$ cat src/rtl/nand_sched_pkg.sv
// Shared encodings for the NAND command scheduler: request ops, flash opcodes,
// status codes and FSM states.
`timescale 1ns/1ps
package nand_sched_pkg;

  typedef enum logic [1:0] {
    OP_ILLEGAL = 2'b00,
    OP_WRITE   = 2'b01,
    OP_READ    = 2'b10,
    OP_ERASE   = 2'b11
  } req_op_e;

  localparam logic [7:0] FLASH_OPC_WRITE = 8'h01;
  localparam logic [7:0] FLASH_OPC_READ  = 8'h02;
  localparam logic [7:0] FLASH_OPC_ERASE = 8'h03;

  typedef enum logic [1:0] {
    STS_OK      = 2'b00,
    STS_NORESP  = 2'b01,
    STS_TIMEOUT = 2'b10,
    STS_BADOP   = 2'b11
  } sts_code_e;

  typedef enum logic [1:0] {
    ST_IDLE   = 2'b00,
    ST_ISSUE  = 2'b01,
    ST_WAIT   = 2'b10,
    ST_REPORT = 2'b11
  } sched_state_e;

  function automatic logic [7:0] flash_opcode(input req_op_e op);
    logic [7:0] opc;
    case (op)
      OP_WRITE: opc = FLASH_OPC_WRITE;
      OP_READ:  opc = FLASH_OPC_READ;
      OP_ERASE: opc = FLASH_OPC_ERASE;
      default:  opc = 8'h00;
    endcase
    return opc;
  endfunction

endpackage

$ cat src/rtl/nand_req_fifo.sv
// Synchronous show-ahead FIFO holding pending {op, row} requests.
// A push while full is dropped, even if a pop happens in the same cycle.
`timescale 1ns/1ps
module nand_req_fifo #(
  parameter  int WIDTH = 26,
  parameter  int DEPTH = 4,
  localparam int AW    = $clog2(DEPTH)
) (
  input  logic             clk,
  input  logic             rst,
  input  logic             push,
  input  logic             pop,
  input  logic [WIDTH-1:0] din,
  output logic [WIDTH-1:0] head,
  output logic             full,
  output logic             empty,
  output logic [AW:0]      count
);

  logic [WIDTH-1:0] r_mem [DEPTH];
  logic [AW-1:0]    r_wr_ptr;
  logic [AW-1:0]    r_rd_ptr;
  logic [AW:0]      r_count;
  logic             w_push;
  logic             w_pop;

  assign full   = (r_count == (AW+1)'(DEPTH));
  assign empty  = (r_count == '0);
  assign count  = r_count;
  assign head   = r_mem[r_rd_ptr];
  assign w_push = push && !full;
  assign w_pop  = pop && !empty;

  always_ff @(posedge clk) begin
    // NOTE: sequential state uses non-blocking assignments so every register
    // samples the pre-edge values, independent of statement order.
    if (rst) begin
      r_wr_ptr <= '0;
      r_rd_ptr <= '0;
      r_count  <= '0;
    end else begin
      if (w_push) r_wr_ptr <= r_wr_ptr + 1'b1;
      if (w_pop)  r_rd_ptr <= r_rd_ptr + 1'b1;
      case ({w_push, w_pop})
        2'b10:   r_count <= r_count + 1'b1;
        2'b01:   r_count <= r_count - 1'b1;
        default: r_count <= r_count;
      endcase
    end
  end

  // NOTE: the storage array is deliberately not reset; validity is defined
  // solely by the pointers and count, which are.
  always_ff @(posedge clk) begin
    if (w_push) r_mem[r_wr_ptr] <= din;
  end

endmodule

$ cat src/rtl/nand_cmd_scheduler.sv
// Queues write/read/erase requests and issues them one at a time to the NAND
// flash controller, reporting one status record per request.
`timescale 1ns/1ps
module nand_cmd_scheduler
  import nand_sched_pkg::*;
#(
  parameter  int QDEPTH      = 4,
  parameter  int TIMEOUT_CYC = 2400000,
  parameter  int ROW_W       = 24,
  localparam int QCW         = $clog2(QDEPTH) + 1
) (
  input  logic             clk,
  input  logic             rst,
  input  logic             req_valid,
  input  logic [1:0]       req_op,
  input  logic [ROW_W-1:0] req_row,
  output logic             req_ready,
  output logic [31:0]      cmd,
  output logic             start_trs,
  input  logic             done_w,
  input  logic             done_r,
  input  logic             done_e,
  input  logic             busy_noresp,
  output logic             sts_valid,
  output logic [1:0]       sts_code,
  output logic [1:0]       sts_op,
  output logic [ROW_W-1:0] sts_row,
  output logic [QCW-1:0]   q_count,
  output logic             idle
);

  localparam int            TW         = (TIMEOUT_CYC > 1) ? $clog2(TIMEOUT_CYC) : 1;
  localparam logic [TW-1:0] TIMER_LAST = TW'(TIMEOUT_CYC - 1);
  localparam logic [TW-1:0] TIMER_MAX  = '1;

  sched_state_e     r_state, w_state_nxt;
  sts_code_e        r_code, w_code_nxt;
  req_op_e          r_cur_op;
  logic [ROW_W-1:0] r_cur_row;
  logic [31:0]      r_cmd;
  logic [TW-1:0]    r_timer;

  logic             w_load, w_pop, w_full, w_empty, w_done_match;
  logic [ROW_W+1:0] w_head;
  req_op_e          w_head_op;
  logic [ROW_W-1:0] w_head_row;

  nand_req_fifo #(
    .WIDTH (ROW_W + 2),
    .DEPTH (QDEPTH)
  ) u_fifo (
    .clk   (clk),
    .rst   (rst),
    .push  (req_valid),
    .pop   (w_pop),
    .din   ({req_op, req_row}),
    .head  (w_head),
    .full  (w_full),
    .empty (w_empty),
    .count (q_count)
  );

  assign w_head_op  = req_op_e'(w_head[ROW_W+1:ROW_W]);
  assign w_head_row = w_head[ROW_W-1:0];

  // Only the done pulse belonging to the operation in flight completes it.
  always_comb begin
    w_done_match = 1'b0;
    case (r_cur_op)
      OP_WRITE: w_done_match = done_w;
      OP_READ:  w_done_match = done_r;
      OP_ERASE: w_done_match = done_e;
      default:  w_done_match = 1'b0;
    endcase
  end

  always_ff @(posedge clk) begin
    if (rst) r_state <= ST_IDLE;
    else     r_state <= w_state_nxt;
  end

  always_comb begin
    // NOTE: every signal driven here gets a default first, so no path through
    // the case statement leaves one unassigned and infers a latch.
    w_state_nxt = r_state;
    w_code_nxt  = r_code;
    w_load      = 1'b0;
    w_pop       = 1'b0;
    unique case (r_state)
      ST_IDLE: begin
        if (!w_empty) begin
          w_load      = 1'b1;
          w_state_nxt = ST_ISSUE;
        end
      end
      ST_ISSUE: begin
        if (r_cur_op == OP_ILLEGAL) begin
          w_code_nxt  = STS_BADOP;
          w_state_nxt = ST_REPORT;
        end else begin
          w_state_nxt = ST_WAIT;
        end
      end
      ST_WAIT: begin
        if (busy_noresp) begin
          w_code_nxt  = STS_NORESP;
          w_state_nxt = ST_REPORT;
        end else if (w_done_match) begin
          w_code_nxt  = STS_OK;
          w_state_nxt = ST_REPORT;
        end else if (r_timer == TIMER_LAST) begin
          w_code_nxt  = STS_TIMEOUT;
          w_state_nxt = ST_REPORT;
        end
      end
      ST_REPORT: begin
        w_pop       = 1'b1;
        w_state_nxt = ST_IDLE;
      end
      default: w_state_nxt = ST_IDLE;
    endcase
  end

  // The request head stays in the FIFO until REPORT, so it is counted as
  // occupancy for the whole time it is in flight.
  always_ff @(posedge clk) begin
    if (rst) begin
      r_cur_op  <= OP_ILLEGAL;
      r_cur_row <= '0;
      r_cmd     <= '0;
      r_code    <= STS_OK;
      r_timer   <= '0;
    end else begin
      if (w_load) begin
        r_cur_op  <= w_head_op;
        r_cur_row <= w_head_row;
        r_cmd     <= (w_head_op == OP_ILLEGAL) ? 32'h0
                     : {flash_opcode(w_head_op), 24'(w_head_row)};
      end else if (r_state == ST_REPORT) begin
        r_cmd <= '0;
      end
      r_code <= w_code_nxt;
      if (r_state == ST_ISSUE)
        r_timer <= '0;
      else if (r_state == ST_WAIT && r_timer != TIMER_MAX)
        r_timer <= r_timer + 1'b1;
    end
  end

  assign req_ready = !w_full;
  assign cmd       = r_cmd;
  assign start_trs = (r_state == ST_ISSUE) && (r_cur_op != OP_ILLEGAL);
  assign sts_valid = (r_state == ST_REPORT);
  assign sts_code  = sts_valid ? r_code    : STS_OK;
  assign sts_op    = sts_valid ? r_cur_op  : OP_ILLEGAL;
  assign sts_row   = sts_valid ? r_cur_row : '0;
  assign idle      = (r_state == ST_IDLE) && w_empty;

endmodule

$ cat config.mk
export PLATFORM = sky130hd
export DESIGN_NAME = nand_cmd_scheduler
export DESIGN_NICKNAME = d
export VERILOG_FILES = /design/src/rtl/nand_sched_pkg.sv /design/src/rtl/nand_req_fifo.sv /design/src/rtl/nand_cmd_scheduler.sv
export SDC_FILE = /design/constraint.sdc
export NUM_CORES = 1
export LEC_CHECK = 0
export BUFFER_PORTS_ARGS = -buffer_cell sky130_fd_sc_hd__buf_2
export CAP_MARGIN = 20
export CORE_MARGIN = 10
export CORE_UTILIZATION = 40
export CTS_CLUSTER_DIAMETER = 120
export DETAILED_ROUTE_END_ITERATION = 7
export HOLD_SLACK_MARGIN = 0.15
export MAX_ROUTING_LAYER = met4
export SYNTH_ARGS = -nofsm -noshare
export SYNTH_HDL_FRONTEND = slang
export SYNTH_SLANG_ARGS = --single-unit
$ cat constraint.sdc
create_clock -name clk -period 3 [get_ports clk]
set_clock_uncertainty 0.05 [all_clocks]
set_input_delay 0.3 -clock clk [delete_from_list [all_inputs] [get_ports clk]]
set_output_delay 0.3 -clock clk [all_outputs]
set_load 0.02 [all_outputs]
==> out/metrics.csv, run 1 <==
metric;value;unit
outcome;finished clean;
DRT met1 WL;7.79;mm
switching power;1.90;mW
maximum net fanout on the critical path;24;
number of clock buffers inserted by TritonCTS;17;
sequential element share of the synthesized area;61.8;%
library cell with the highest instance count after synthesis;edfxtp_1;
via density per instance;5.10;
DRC violation count after routing;0;
Top Ports;100;
category of the most critical setup path;reg2reg;
detailed router's first-iteration violation count;324;
vias;5195;
# H-tree levels;4;
dominant synthesized flop cell;edfxtp_1;
Resized Gates After CTS;0;
capturing element type of the critical path;register;
number of nets with antenna violations after routing;0;
clock sink count;191;
routability cong.;0.806;
depth of the worst hold-timing path;4;
xor-xnor portion of the synthesized cell area;2.45;%
Critical Path Source Type;register;
proportion of netlist area held by the largest area contributor;39.7;%
cell internal pwr;4.78;mW
FF+latch count, synth;191;
GRT Total Usage;14.3;%
Hold Path Sink;r_code[1];
clock power share;33.3;%
die width;160;um
average routed wire per standard cell;17.4;um
post-route clock period utilization;78.1;%
number of fill cells;1740;
mux contribution to synthesized area;7.69;%
Die Footprint;0.0257;mm^2
data arrival time of the critical path;2.56;ns
fraction of the mapped netlist area in adder cells;2.00;%
share of post-route cells with drive strength above 1;23.3;%
footprint of the multi-input gates;0.00275;mm^2
aggregate global routing overflow;0;
library cell with the largest summed area after synthesis;edfxtp_1;
area taken by flip-flops and latches;0.00487;mm^2
number of setup violations in the final report;0;
number of antenna violations at the first check in global routing;2;
max-cap violations;0;
first-pass GRT wire length;28.9;mm
Pins Over Slew Limit;0;
minimum period implied by the final worst setup slack;2.34;ns
fmax;427;MHz
CTS tree;yes;
routed length on met3;663;um
actual transition at the worst max-transition pin;1.09;ns
share of the synthesized area in compound gates (AO/OA/AOI/OAI);6.61;%
clock slew seen by the registers of the worst setup and hold paths;0.07;ns
insertion delay to the later sink of the worst-skew pair;0.43;ns
number of buffers added on ports;93;
clk buf depth;2;
cell area reported after detailed placement;0.00858;mm^2
relative contribution of combinational cells to total power;19.6;%
number of setup buffers added after CTS;0;
final-layout setup total negative slack;0;ns
Placement Rows;51;
top area cells in the synthesized netlist;edfxtp_1 40%, dfxtp_1 22%, mux4_2 7.4%;
net count of the finished layout;783;
count of different cell masters after synthesis;53;
critical hold path startpoint;busy_noresp;
HPWL reported at the end of detailed placement;11.6;mm
Worst Hold Class;in2reg;
share of synthesized flip-flops with an asynchronous set or reset;0;%
netlist area before placement;0.00787;mm^2
unrepaired setup endpoints after global routing;false;
Synth Area in Simple Gates;15.7;%
first-pass detailed-route iteration total;5;
largest net degree at the start of global routing;60;
Post-Synthesis Mean Instance Area;12.6;um^2
highest layer used for signal routing;met4;
Register-to-Register Path Depth;4;
Gate Count Post-Synth;627;
main combinational cell family by area after synthesis;simple AND/OR/NAND/NOR gates;
sequential power share;47.2;%
WL met2;9.06;mm
initial core utilization;40.6;%
commonest cells in the synthesized netlist;104 x edfxtp_1, 87 x dfxtp_1, 66 x nand2_1;
final WL;17.7;mm
final non-filler cell area;0.00944;mm^2
Die Height;160;um
worst-case register-to-register setup slack;0.66;ns
end of the worst register-to-register path;cmd[4];
Synthesis Warnings;0;
area overhead of the layout relative to synthesis;19.9;%
hold violation total from the final report;0;
Max rail drop VDD;0.000404;V
data required time at the worst endpoint;3.22;ns
PD cells;708;mW/mm^2
buffer cell driving the clock tree root;clkbuf_16;
core region area;0.0194;mm^2
number of flops mapped to enable cells by yosys;104;
worst slew margin relative to its limit;27.5;%
via count of the first global-routing pass;5446;
net switching fraction of the power;28.4;%
Lkg Pwr;3.41;nW
-- per-stage QoR --
| step | utilization (%) | worst slack (ns) | total power, mW | cells | hold WS, ns |
|---|---|---|---|---|---|
| 5_1_grt | 48.6 | 0.519 | 7.02 | 1018 | 0.224 |
| 6_report | 48.6 | 0.657 | 6.68 | 1018 | 0.194 |
| 4_1_cts | 48.6 | 0.628 | 6.77 | 1016 | 0.160 |
| 3_5_place_dp | 44.2 | 0.675 | 4.50 | 957 | 0.392 |
| 2_1_floorplan | - | 0.622 | 4.06 | 632 | 0.349 |
| 3_3_place_gp | 44.2 | 0.754 | 4.44 | 957 | 0.393 |
-- timing repair --
| item | CTS | global route |
|---|---|---|
| endpoints found under the setup margin | 0 | 0 |
| endpoints found under the hold margin | 110 | 0 |
| hold buffers | 27 | 0 |
-- per-layer routing --
metal | GRT usage (%) | vias to the layer above
li1 | - | 2474
met1 | 16.6 | 2580
met2 | 24.2 | 120
met3 | 3.35 | 21
met4 | 4.80 | 0
met5 | - | -
-- worst max-delay path, stage by stage, from the launching register on --
cell	delay [ns]
dfxtp_2	0.56
mux4_2	0.56
or2_1	0.65
nand3_1	0.27
a21oi_1	0.10
-- power groups by stage --
stage	logic, mW	registers, mW	clock network (mW)
after floorplan	0.803	3.25	0
after global placement	1.25	3.19	0
after detailed placement	1.29	3.21	0
after CTS	1.33	3.15	2.29
after global routing	1.46	3.18	2.39
final	1.31	3.15	2.22
-- area by class of cell --
| type | count | share of cell area (%) |
|---|---|---|
| multi-input combinational | 378 | 29.1 |
| antenna | 2 | 0.0530 |
| inverter | 18 | 0.716 |
| tap | 265 | 3.51 |
| timing repair buffer | 132 | 8.88 |
| clock inverter | 12 | 1.51 |
| sequential | 191 | 51.6 |
| clock buffer | 20 | 4.63 |
-- cell families (layout without fill, tap and decap cells) --
group           after synthesis  after routing
fa+ha+maj                    12             12
mux                          28             28
buf+inv                      63            182
other cells                   1              8
compound gates               86             86
flops                       191            191
simple gates                224            224
xor+xnor                     22             22
-- layout by cell type, fill, tap and decap left out, types with 3 or more instances in the layout --
| master | count |
|---|---|
| a211oi_1 | 6 |
| a21oi_1 | 60 |
| a311oi_1 | 3 |
| a31oi_1 | 4 |
| and2_1 | 31 |
| and3_1 | 6 |
| buf_2 | 93 |
| buf_4 | 11 |
| bufinv_16 | 3 |
| clkbuf_1 | 3 |
| clkbuf_16 | 17 |
| clkinv_1 | 3 |
| clkinvlp_4 | 3 |
| conb_1 | 6 |
| dfxtp_1 | 86 |
| dlygate4sd3_1 | 27 |
| edfxtp_1 | 104 |
| ha_1 | 10 |
| inv_1 | 18 |
| mux4_2 | 26 |
| nand2_1 | 66 |
| nand3_1 | 31 |
| nand3b_1 | 25 |
| nand4_1 | 5 |
| nor2_1 | 30 |
| nor3_1 | 5 |
| nor3b_1 | 3 |
| o21ai_0 | 3 |
| xnor2_1 | 19 |
| xor2_1 | 3 |
-- sequential cells by signal (all words and copies together) (netlist names), named ones only --
register / flops
r_cur_row: 24
r_code: 2
u_fifo.count: 3
u_fifo.r_rd_ptr: 2
u_fifo.r_wr_ptr: 2
r_state: 2
r_timer: 22
u_fifo.r_mem: 104
r_cur_op: 2
cmd: 26
-- worst max-delay path by stage --
| stage | startpoint | end | slack, ns |
|---|---|---|---|
| after global placement | register | cmd[10] | 0.75 |
| after global routing | register | cmd[4] | 0.52 |
| after detailed placement | register | cmd[1] | 0.68 |
| after CTS | register | cmd[4] | 0.63 |
| final | register | cmd[4] | 0.66 |
| after floorplan | u_fifo.count[2] | u_fifo.count[2] | 0.62 |
No activity file was read; power rests on OpenSTA's default activity.
==> inputs of run 2 (changes only) <==
--- a/config.mk
+++ b/config.mk
@@ -5,6 +5,7 @@
 export SDC_FILE = /design/constraint.sdc
 export NUM_CORES = 1
 export LEC_CHECK = 0
+export ABC_AREA = 1
 export BUFFER_PORTS_ARGS = -buffer_cell sky130_fd_sc_hd__buf_2
 export CAP_MARGIN = 20
 export CORE_MARGIN = 10
==> constraint.sdc (replaced) <==
create_clock -name clk -period 2.3 [get_ports clk]
set_clock_uncertainty 0.05 [all_clocks]
set_input_delay 0.23 -clock clk [delete_from_list [all_inputs] [get_ports clk]]
set_output_delay 0.23 -clock clk [all_outputs]
set_load 0.02 [all_outputs]
==> run 2 against run 1 <==
Combinational power rose by 47%. Design area rose by 4.4%. Clock-buffer cell count fell by 3. Synthesized area rose by 3.5%. Via count rose by 19%. Register-to-register slack got worse by 0.40 ns. Routed wire length rose by 9.4%. Largest cell class unchanged. Worst setup slack got worse by 0.43 ns. Highest routed layer unchanged. First-iteration DRC count rose by 42%. Global-route usage rose by 0.71 points.
==> out/metrics.csv, run 2 <==
metric;value;unit
clock slew seen by the registers of the worst setup and hold paths;0.08;ns
minimum period implied by the final worst setup slack;2.07;ns
hold violation total from the final report;0;
Gate Count Post-Synth;896;
aggregate global routing overflow;0;
first-pass GRT wire length;31.0;mm
switching power;3.07;mW
top area cells in the synthesized netlist;edfxtp_1 38%, dfxtp_1 21%, nand2_1 7.9%;
number of fill cells;1931;
final std cells w/o fill;1300;
dpl ws;0.289;ns
end of the worst register-to-register path;u_fifo.count[2];
proportion of netlist area held by the largest area contributor;38.3;%
critical path cell sequence;ha_1 > buf_4 > nand2_1 > inv_1 > buf_2;
net count of the finished layout;1060;
Critical Path Stages;5;
dominant synthesized flop cell;edfxtp_1;
depth of the worst hold-timing path;4;
Max rail drop VDD;0.000495;V
Post-Synthesis Mean Instance Area;9.10;um^2
Worst Hold Class;in2reg;
vias;6203;
CTS tree;yes;
actual transition at the worst max-transition pin;0.532;ns
PD cells;931;mW/mm^2
start of the worst register-to-register path;r_state[1];
largest net degree at the start of global routing;53;
first-pass detailed-route iteration total;5;
Top Ports;100;
via density per instance;4.77;
number of setup buffers added after CTS;0;
Critical Path Source Type;register;
maximum net fanout on the critical path;30;
cell internal pwr;6.10;mW
final WL;19.4;mm
commonest cells in the synthesized netlist;171 x nand2_1, 166 x nor2_1, 104 x edfxtp_1;
clock sink count;191;
HPWL reported at the end of detailed placement;12.9;mm
category of the most critical setup path;reg2out;
flip-flop count of the largest register after layout;104;
FF+latch count, synth;191;
buffers plus inverters on the worst setup path;3;
unrepaired setup endpoints after global routing;false;
detailed router's first-iteration violation count;460;
area overhead of the layout relative to synthesis;20.8;%
max-cap violations;0;
number of setup violations in the final report;0;
setup slack after layout;0.229;ns
core region area;0.0202;mm^2
worst slew margin relative to its limit;64.6;%
stage delay of the slowest cell on the critical path;0.40;ns
netlist area before placement;0.00815;mm^2
count of different cell masters after synthesis;29;
capturing element type of the critical path;output port;
number of flops mapped to enable cells by yosys;104;
number of buffers added on ports;93;
number of clock buffers inserted by TritonCTS;17;
final non-filler cell area;0.00985;mm^2
clock power share;34.1;%
Pins Over Slew Limit;0;
DRC violation count after routing;0;
buffer cell driving the clock tree root;clkbuf_16;
Placement Rows;52;
cell area reported after detailed placement;0.00891;mm^2
sequential element share of the synthesized area;59.7;%
library cell contributing the largest single delay on the critical path;dfxtp_1;
share of synthesized flip-flops with an asynchronous set or reset;0;%
Lkg Pwr;4.00;nW
GRT Total Usage;15.1;%
Die Height;163;um
Register-to-Register Path Depth;10;
insertion delay to the later sink of the worst-skew pair;0.44;ns
initial core utilization;40.4;%
post-route clock period utilization;90.1;%
Die Footprint;0.0265;mm^2
Pwr Total;9.17;mW
data required time at the worst endpoint;2.02;ns
critical hold path startpoint;req_valid;
outcome;finished clean;
library cell with the largest summed area after synthesis;edfxtp_1;
share of post-route cells with drive strength above 1;17.1;%
Hold Path Sink;u_fifo.r_wr_ptr[1];
number of nets with antenna violations after routing;0;
Placed Instances;1238;
leading cell type in the layout, fill and taps excluded;nand2_1;
relative contribution of combinational cells to total power;20.9;%
category of cells accounting for the largest share of critical-path delay;buffers and inverters;
fmax;483;MHz
average routed wire per standard cell;14.9;um
worst-case register-to-register setup slack;0.26;ns
library cell with the highest instance count after synthesis;nand2_1;
most frequent cells in the layout;171 x nand2_1, 162 x nor2_1, 104 x edfxtp_1;
data arrival time of the critical path;1.79;ns
via count of the first global-routing pass;5871;
# H-tree levels;4;
net switching fraction of the power;33.5;%
routability cong.;0.877;
die width;163;um
most flop-heavy register;u_fifo.r_mem;
sequential power share;45.0;%
final-layout setup total negative slack;0;ns
critical path launch point;r_state[1];
clk buf depth;2;
Synthesis Warnings;0;
number of antenna violations at the first check in global routing;2;
run 2: layer usage:
metal	GRT usage (%)	wire (um)	vias up
met3	2.70	729	15
li1	-	-	3179
met4	4.71	216	0
met2	23.9	9320	126
met1	19.2	9130	2883
met5	-	0	-
run 2: what timing repair did:
action	in CTS	in global routing
hold buffers	28	0
endpoints found under the hold margin	110	0
resized for setup	0	0
run 2: how the worst max path moves through the flow:
| stage | endpoint | slack [ns] |
|---|---|---|
| 2_1_floorplan | u_fifo.r_mem[0][0] | -0.32 |
| 3_3_place_gp | u_fifo.count[2] | 0.30 |
| 3_5_place_dp | u_fifo.count[2] | 0.29 |
| 4_1_cts | sts_row[19] | 0.22 |
| 5_1_grt | u_fifo.count[2] | 0.08 |
| 6_report | sts_row[19] | 0.23 |
run 2: through the flow:
step | hold WS [ns] | utilization [%]
after floorplan | 0.279 | -
after global placement | 0.396 | 44.2
after detailed placement | 0.398 | 44.2
after CTS | 0.206 | 48.8
after global routing | 0.250 | 48.8
final | 0.214 | 48.8
run 2: kinds of logic after synthesis:
family / after synthesis / synth area share (%)
other cells: 1 / 0.0460
buf+inv: 118 / 6.39
fa+ha+maj: 12 / 1.93
simple gates: 386 / 19.5
compound gates: 179 / 11.5
xor+xnor: 9 / 0.967
flops: 191 / 59.7
run 2: tightest hold or removal path, cell delays in order:
cell and delay, ns:
buf_2 0.10, nand2_1 0.08, buf_4 0.17, a21oi_1 0.07
run 2: cell type report:
class | count | area (um^2) | share of cell area [%]
inverter | 74 | 278 | 2.82
antenna | 2 | 5.00 | 0.0508
sequential | 191 | 4860 | 49.4
clock inverter | 15 | 226 | 2.30
timing repair buffer | 139 | 918 | 9.32
clock buffer | 17 | 425 | 4.32
multi-input combinational | 592 | 2790 | 28.4
tap | 270 | 338 | 3.43
run 2: power by group through the flow:
| stage | Combinational [mW] | Clock [mW] | Sequential [mW] |
|---|---|---|---|
| after floorplan | 1.19 | 0 | 4.29 |
| after global placement | 1.89 | 0 | 4.20 |
| after detailed placement | 1.89 | 0 | 4.21 |
| after CTS | 1.94 | 3.19 | 4.13 |
| after global routing | 2.16 | 3.34 | 4.17 |
| final | 1.92 | 3.12 | 4.13 |
==> inputs of run 3 (changes only) <==
--- a/config.mk
+++ b/config.mk
@@ -14,6 +14,7 @@
 export DETAILED_ROUTE_END_ITERATION = 7
 export HOLD_SLACK_MARGIN = 0.15
 export MAX_ROUTING_LAYER = met4
+export PLACE_DENSITY = 0.65
 export SYNTH_ARGS = -nofsm -noshare
 export SYNTH_HDL_FRONTEND = slang
 export SYNTH_SLANG_ARGS = --single-unit
==> run 3 against run 2 <==
Non-clock buffer count decreased by 1. Sequential power about the same. Die area is the same. Worst setup slack better by 0.020 ns. Global-route usage fell by 0.12 points. Clock-buffer cell count did not move. Routed wire length fell by 0.19%. Register-to-register slack hardly changed. Cell count down 0.23%. Flip-flop and latch count unchanged. Total power grew 0.16%. Combinational power about the same.
==> out/metrics.csv, run 3 (synthesis gave the netlist of run 2 again) <==
metric;value;unit
number of clock buffers inserted by TritonCTS;17;
category of the most critical setup path;reg2reg;
area taken by flip-flops and latches;0.00486;mm^2
library cell contributing the largest single delay on the critical path;a21oi_2;
initial core utilization;40.4;%
average routed wire per standard cell;14.9;um
largest net degree at the start of global routing;58;
number of buffers added on ports;93;
first-pass detailed-route iteration total;5;
most flop-heavy register;u_fifo.r_mem;
Critical Path Source Type;register;
post-route clock period utilization;89.2;%
number of fill cells;1901;
Register-to-Register Path Depth;8;
setup slack after layout;0.248;ns
leading cell type in the layout, fill and taps excluded;nand2_1;
final WL;19.4;mm
buffer cell driving the clock tree root;clkbuf_16;
Placement Rows;52;
actual transition at the worst max-transition pin;0.854;ns
via count of the first global-routing pass;5903;
Die Footprint;0.0265;mm^2
routability cong.;0.865;
flip-flop count of the largest register after layout;104;
clock sink count;191;
Top Ports;100;
share of post-route cells with drive strength above 1;17.1;%
number of setup buffers added after CTS;0;
number of setup violations in the final report;0;
Lkg Pwr;4.00;nW
number of antenna violations at the first check in global routing;0;
stage delay of the slowest cell on the critical path;0.68;ns
outcome;finished clean;
worst-case register-to-register setup slack;0.25;ns
unrepaired setup endpoints after global routing;false;
maximum net fanout on the critical path;19;
Die Height;163;um
via density per instance;4.84;
fmax;487;MHz
die width;163;um
# H-tree levels;4;
hold violation total from the final report;0;
vias;6278;
detailed router's first-iteration violation count;443;
max-cap violations;0;
HPWL reported at the end of detailed placement;13.0;mm
net count of the finished layout;1059;
DRC violation count after routing;0;
most frequent cells in the layout;171 x nand2_1, 162 x nor2_1, 104 x edfxtp_1;
GRT Total Usage;14.9;%
capturing element type of the critical path;register;
dpl ws;0.303;ns
PD cells;934;mW/mm^2
worst setup path endpoint;r_timer[9];
Pins Over Slew Limit;0;
start of the worst register-to-register path;r_timer[0];
area overhead of the layout relative to synthesis;20.6;%
critical path launch point;r_timer[0];
worst slew margin relative to its limit;43.0;%
Pwr Total;9.18;mW
core region area;0.0202;mm^2
Worst Hold Class;in2reg;
data required time at the worst endpoint;2.62;ns
Max rail drop VDD;0.000494;V
clock slew seen by the registers of the worst setup and hold paths;0.08;ns
CTS tree;yes;
insertion delay to the later sink of the worst-skew pair;0.44;ns
first-pass GRT wire length;30.8;mm
aggregate global routing overflow;0;
end of the worst register-to-register path;r_timer[9];
clk buf depth;2;
footprint of the multi-input gates;0.00279;mm^2
number of nets with antenna violations after routing;0;
minimum period implied by the final worst setup slack;2.05;ns
total inserted antenna cells;0;
critical path cell sequence;ha_1 > inv_2 > nor2_4 > nand2_2 > nor2_4 > a21oi_2 > o21ai_0 > a21oi_2;
data arrival time of the critical path;2.37;ns
## run 3: cell types whose count changed in the layout (fill, tap and decap cells not counted), sizes merged
cell / previous run / this run
dlygate4sd3: 28 / 27
clkinv: 5 / 4
inv: 84 / 85
diode: 2 / 0
## run 3: critical path: cells and delay by family (launching register included)
kind,cells,cell delay (ns)
AOI/OAI and AO/OA,3,1.13
adders and majority gates,1,0.22
buffers and inverters,1,0.07
DFF,1,0.34
and+or+nand+nor,3,0.19
## run 3: where the power goes
group / internal (mW) / leakage [nW] / switching, mW / total, mW
Sequential: 3.95 / 1.66 / 0.186 / 4.13
Clock: 1.54 / 0.312 / 1.57 / 3.11
Combinational: 0.613 / 2.02 / 1.32 / 1.94
Total: 6.10 / 4.00 / 3.08 / 9.18
## run 3: repair_timing
item / CTS / global route
hold endpoints to repair: 105 / 0
setup endpoints to repair: 0 / 1
resized for setup: 0 / 1
hold buffers: 27 / 0
## run 3: how the worst min path moves through the flow
stage	startpoint	to	cells past startpoint
floorplan	req_row[0]	u_fifo.r_mem[0][0]	0
global placement	req_row[16]	u_fifo.r_mem[0][16]	1
detailed placement	req_row[21]	u_fifo.r_mem[0][21]	1
CTS	rst	r_timer[21]	5
global route	rst	r_timer[21]	5
finish	rst	r_timer[21]	5
## run 3: area by class of cell
| class | instances | area share, % |
|---|---|---|
| sequential | 191 | 49.5 |
| clock inverter | 15 | 2.24 |
| clock buffer | 17 | 4.33 |
| inverter | 74 | 2.83 |
| multi-input combinational | 592 | 28.4 |
| timing repair buffer | 138 | 9.24 |
| tap | 270 | 3.44 |
## run 3: stage by stage
stage               TNS [ns]  area, um^2  utilization (%)  std cells  hold slack, ns
floorplan             -33.14        8170                -        901           0.279
global placement           0        8910             44.2       1238           0.395
detailed placement         0        8910             44.2       1238           0.396
CTS                        0        9830             48.7       1297           0.165
global route               0        9830             48.7       1297           0.183
finish                     0        9830             48.7       1297           0.172
## run 3: routing by layer
metal | up-vias | GRT usage, % | share of wire [%]
li1 | 3169 | - | -
met1 | 2935 | 19.5 | 47
met2 | 152 | 22.9 | 47
met3 | 22 | 3.13 | 4.9
met4 | 0 | 4.55 | 1.4
met5 | - | - | 0
